`src/rtl/shift_4b_pkg.sv`:
```
// Shared types and sizes for the shift_4b datapath helper.
// Only WIDTH=4 is supported; the top checks this at elaboration.
package shift_4b_pkg;

  localparam int WIDTH   = 4;
  localparam int SHAMT_W = 2;

  typedef logic [WIDTH-1:0] word_t;

  typedef enum logic {
    DIR_LEFT  = 1'b0,
    DIR_RIGHT = 1'b1
  } dir_e;

endpackage

```
`src/rtl/shift_4b_comb.sv`:
```
// Combinational shift/rotate core for shift_4b.
// Port rot exists only when SHIFT_4B_ROTATE_EN is defined.
module shift_4b_comb
  import shift_4b_pkg::*;
(
  input  word_t              a,
  input  logic [SHAMT_W-1:0] shamt,
  input  dir_e               dir,
`ifdef SHIFT_4B_ROTATE_EN
  input  logic               rot,
`endif
  output word_t              next_y,
  output logic               next_carry
);

  logic               rot_on;
  logic [2*WIDTH-1:0] wide_l;
  logic [2*WIDTH-1:0] wide_r;
  logic [WIDTH:0]     ext_l;
  logic [WIDTH:0]     ext_r;

`ifdef SHIFT_4B_ROTATE_EN
  assign rot_on = rot;
`else
  assign rot_on = 1'b0;
`endif

  // Doubled word: one half holds the shift, the other the rotate.
  assign wide_l = {a, a} << shamt;
  assign wide_r = {a, a} >> shamt;

  // Guard bit catches the last bit out; zero when shamt=0.
  assign ext_l = {1'b0, a} << shamt;
  assign ext_r = {a, 1'b0} >> shamt;

  always_comb begin
    next_y     = a;
    next_carry = 1'b0;
    unique case (1'b1)
      (dir == DIR_LEFT) && !rot_on: begin
        next_y     = wide_l[WIDTH-1:0];
        next_carry = ext_l[WIDTH];
      end
      (dir == DIR_LEFT) && rot_on: begin
        next_y     = wide_l[2*WIDTH-1:WIDTH];
        next_carry = ext_l[WIDTH];
      end
      (dir == DIR_RIGHT) && !rot_on: begin
        next_y     = wide_r[2*WIDTH-1:WIDTH];
        next_carry = ext_r[0];
      end
      (dir == DIR_RIGHT) && rot_on: begin
        next_y     = wide_r[WIDTH-1:0];
        next_carry = ext_r[0];
      end
      default: begin
        next_y     = a;
        next_carry = 1'b0;
      end
    endcase
  end

endmodule

```
`src/rtl/shift_4b.sv`:
```
// Registered 4-bit barrel shifter, one edge of latency.
// Optional rotate mode via SHIFT_4B_ROTATE_EN (adds port rot).
module shift_4b
  import shift_4b_pkg::*;
(
  input  logic               clk,
  input  logic               rst_n,
  input  logic               en,
  input  logic [WIDTH-1:0]   a,
  input  logic [SHAMT_W-1:0] shamt,
  input  logic               dir,
`ifdef SHIFT_4B_ROTATE_EN
  input  logic               rot,
`endif
  output logic [WIDTH-1:0]   y,
  output logic               carry,
  output logic               valid
);

  if (WIDTH != 4 || SHAMT_W != $clog2(WIDTH)) begin : g_width_check
    $error("shift_4b supports only WIDTH=4, SHAMT_W=2");
  end

  word_t next_y;
  logic  next_carry;

  shift_4b_comb u_comb (
    .a          (a),
    .shamt      (shamt),
    .dir        (dir_e'(dir)),
`ifdef SHIFT_4B_ROTATE_EN
    .rot        (rot),
`endif
    .next_y     (next_y),
    .next_carry (next_carry)
  );

  always_ff @(posedge clk) begin
    if (!rst_n) begin
      y     <= '0;
      carry <= 1'b0;
      valid <= 1'b0;
    end else if (en) begin
      y     <= next_y;
      carry <= next_carry;
      valid <= 1'b1;
    end else begin
      valid <= 1'b0;
    end
  end

endmodule

```
`config.mk`:
```
export PLATFORM = sky130hd
export DESIGN_NAME = shift_4b
export DESIGN_NICKNAME = d
export VERILOG_FILES = /design/src/rtl/shift_4b_pkg.sv /design/src/rtl/shift_4b_comb.sv /design/src/rtl/shift_4b.sv
export SDC_FILE = /design/constraint.sdc
export NUM_CORES = 1
export LEC_CHECK = 0
export CAP_MARGIN = 20
export CORE_AREA = 2 2 39 41
export CTS_CLUSTER_DIAMETER = 50
export DETAILED_ROUTE_END_ITERATION = 12
export DIE_AREA = 0 0 41 43
export DONT_BUFFER_PORTS = 1
export GPL_TIMING_DRIVEN = 0
export HOLD_SLACK_MARGIN = 0.02
export PLACE_DENSITY = 0.49
export SETUP_SLACK_MARGIN = 0.02
export SKIP_CTS_REPAIR_TIMING = 1
export SYNTH_ARGS = -nofsm -noshare
export SYNTH_HDL_FRONTEND = slang
export SYNTH_SLANG_ARGS = --single-unit
```
`constraint.sdc`:
```
create_clock -name clk -period 1 [get_ports clk]
set_input_delay 0.2 -clock clk [delete_from_list [all_inputs] [get_ports clk]]
set_output_delay 0.2 -clock clk [all_outputs]
set_load 0.02 [all_outputs]
```
==> results.py <==
metrics = {
    "outcome": {
        "status": "finished clean",
    },
    "clock_network": {
        "cts-root-buf": "clkbuf_4",
        "clkLatencyLatePin_ns": 0.24,
        "h-tree-depth": 1,
        "cts_buffers": 3,
        "clock_path_buffers": 2,
        "cts.sinks": 6,
        "cts_tree": "yes",
        "clk_pin_slew_ns": 0.05,
    },
    "logic_synthesis": {
        "synth_top_area_cell": "dfxtp_1",
        "async_flop_share_pct": 0,
        "synth_edf_count": 0,
        "synth_area_um2": 402.9,
        "synth_flop_cell": "dfxtp_1",
        "syn_inst": 48,
        "ys_seq_elements": 6,
        "synth_seq_area_share_pct": 29.81,
        "avgSynthCellArea_um2": 8.393,
        "yosysWarnings": 0,
        "ys_top_cells_by_area": "dfxtp_1 30%, mux2i_1 12%, a21oi_1 8.7%, o21ai_0 7.5%, a31oi_1 4.7%",
        "yosys.cell_types.count": 23,
        "syn_nets": 58,
        "synth_top_cell_area_share_pct": 29.81,
    },
    "worst_setup_path": {
        "crit_type": "reg -> out",
        "critPathArrivalTime_ns": 0.69,
        "worstPathRequired_ns": 0.80,
        "crit_path_start_kind": "register",
        "crit_fanout": 2,
        "setup.worst_path.end_class": "output port",
    },
    "timing": {
        "fin_crit_ns": 0.8853,
        "fmax_ghz": 1.130,
        "rsz0062_at_grt": "false",
        "whs_ns": 0.08064,
        "fin_skew_ns": 0,
        "hold_violations": 0,
        "fin_ws_ns": 0.1147,
        "slew_headroom_pct": 78.88,
        "setup_viol": 0,
        "slew_violations": 0,
        "fin_crit_sh_pct": 88.53,
        "worst_slew_pin_slew_ns": 0.3168,
    },
    "die": {
        "ios": 16,
        "fp-row-count": 14,
        "die-area_mm2": 0.001763,
        "die_w_um": 41,
        "start_util_pct": 29.11,
        "die_h_um": 43,
        "core-area_mm2": 0.001384,
    },
    "layout": {
        "drive_above_1_share_pct": 15.69,
        "antenna_cells": 0,
        "nFillCells": 151,
        "multiInputGateArea_um2": 255.2,
        "synthToLayoutAreaGrowth_pct": 10.56,
        "register_area_um2": 120.1,
        "fin_nets": 63,
        "post-route-util_pct": 32.19,
    },
    "run": {
        "maxCapViolations": 0,
    },
    "routing": {
        "vias": 359,
        "routed_wl_um": 881,
        "wl_per_cell_um": 13.15,
        "vias_per_cell": 5.358,
        "first_iter_violations": 4,
        "ant_nets": 0,
        "drc_errors": 0,
        "dr.pass1.iters": 4,
    },
    "place": {
        "gp_congestion": 0.7748,
        "pre_cts_slack_ns": -0.05683,
        "portBuffers": 0,
        "hpwlAfterDp_um": 643.5,
    },
    "grt": {
        "grt_pass1_vias": 351,
        "grt.total_usage_pct": 12.05,
        "grt_pass1_wl_um": 1455,
        "antenna_found_initial": 0,
        "grt-ovfl-total": 0,
        "grt_max_degree": 11,
    },
    "pwr": {
        "p_leak_uw": 0.0001710,
        "switching_share_pct": 26.84,
        "power_uw": 608.8,
        "power.switching_uw": 163.4,
        "pwr-share-clk_pct": 36.7,
        "peakVddDrop_mv": 0.6228,
        "power_frac_comb_pct": 16.3,
        "pwr-share-seq_pct": 47.0,
        "powerDensity_mw_per_mm2": 1367,
        "cell_internal_pwr_uw": 445.4,
    },
    "worst_hold_path": {
        "min_path_type": "in -> reg",
    },
}
-- power groups by stage --
stage               combinational (uW)  clock (uW)  sequential (uW)
detailed placement                99.9           0              291
floorplan                         86.5           0              288
global route                       115         243              289
finish                            99.3         224              286
global placement                  99.6           0              290
CTS                                100         236              286
-- registers in the layout, indices dropped and copies added, names as in the netlist --
register,cells
y,4
carry,1
valid,1
-- per-stage QoR --
step / instance area (um2) / instances / setup TNS, ns
3_3_place_gp: 422.9 / 64 / -0.05855
2_1_floorplan: 402.9 / 48 / 0
5_1_grt: 445.4 / 67 / 0
3_5_place_dp: 422.9 / 64 / -0.05683
6_report: 445.4 / 67 / 0
4_1_cts: 445.4 / 67 / 0
-- final timing paths --
kind                        to               from  slack (ns)  cells after the start
max                       y[0]  y[0]$_SDFFE_PN0P_        0.11                      0
min           valid$_SDFF_PN0_              rst_n        0.08                      1
max reg2reg  y[1]$_SDFFE_PN0P_  y[1]$_SDFFE_PN0P_        0.25                      2
min reg2reg  y[0]$_SDFFE_PN0P_  y[0]$_SDFFE_PN0P_        0.62                      2
-- logic make-up after synthesis --
family	count (synthesis)	synth area share (%)
muxes	6	15.22
DFF	6	29.81
AOI/OAI and AO/OA	19	27.02
and+or+nand+nor	13	21.12
buffers and inverters	4	6.831
-- area by class of cell --
class,instances,share of cell area [%]
clock buffers,3,5.056
flip-flops and latches,6,26.97
plain buffers,4,6.180
multi-input cells,38,57.30
well taps,16,4.494
-- cell usage in the layout, fill, tap and decap left out --
cell type / count
a21oi_1: 7
o21ai_0: 6
dfxtp_1: 6
mux2i_1: 5
a31oi_1: 3
clkbuf_4: 3
nor3b_1: 2
nand2b_1: 2
nor2_1: 2
clkbuf_1: 1
buf_2: 1
buf_4: 1
buf_6: 1
and2b_1: 1
nand2_1: 1
o22a_1: 1
nor4bb_1: 1
a211oi_1: 1
and2_1: 1
mux2_2: 1
or3b_1: 1
a211o_1: 1
or2_2: 1
nand3b_1: 1
-- cell usage after synthesis (2+ instances only) --
| master | number |
|---|---|
| a21oi_1 | 7 |
| dfxtp_1 | 6 |
| o21ai_0 | 6 |
| mux2i_1 | 5 |
| a31oi_1 | 3 |
| nand2b_1 | 2 |
| nor2_1 | 2 |
| nor3b_1 | 2 |
-- layer usage --
layer | up-vias | wire length (um) | GRT usage, %
li1 | 185 | - | -
met1 | 167 | 407 | 15.43
met2 | 7 | 440 | 18.13
met3 | 0 | 33 | 5.759
met4 | 0 | 0 | 2.000
met5 | - | 0 | 0
Note: power is estimated with default switching activity, not from simulation.
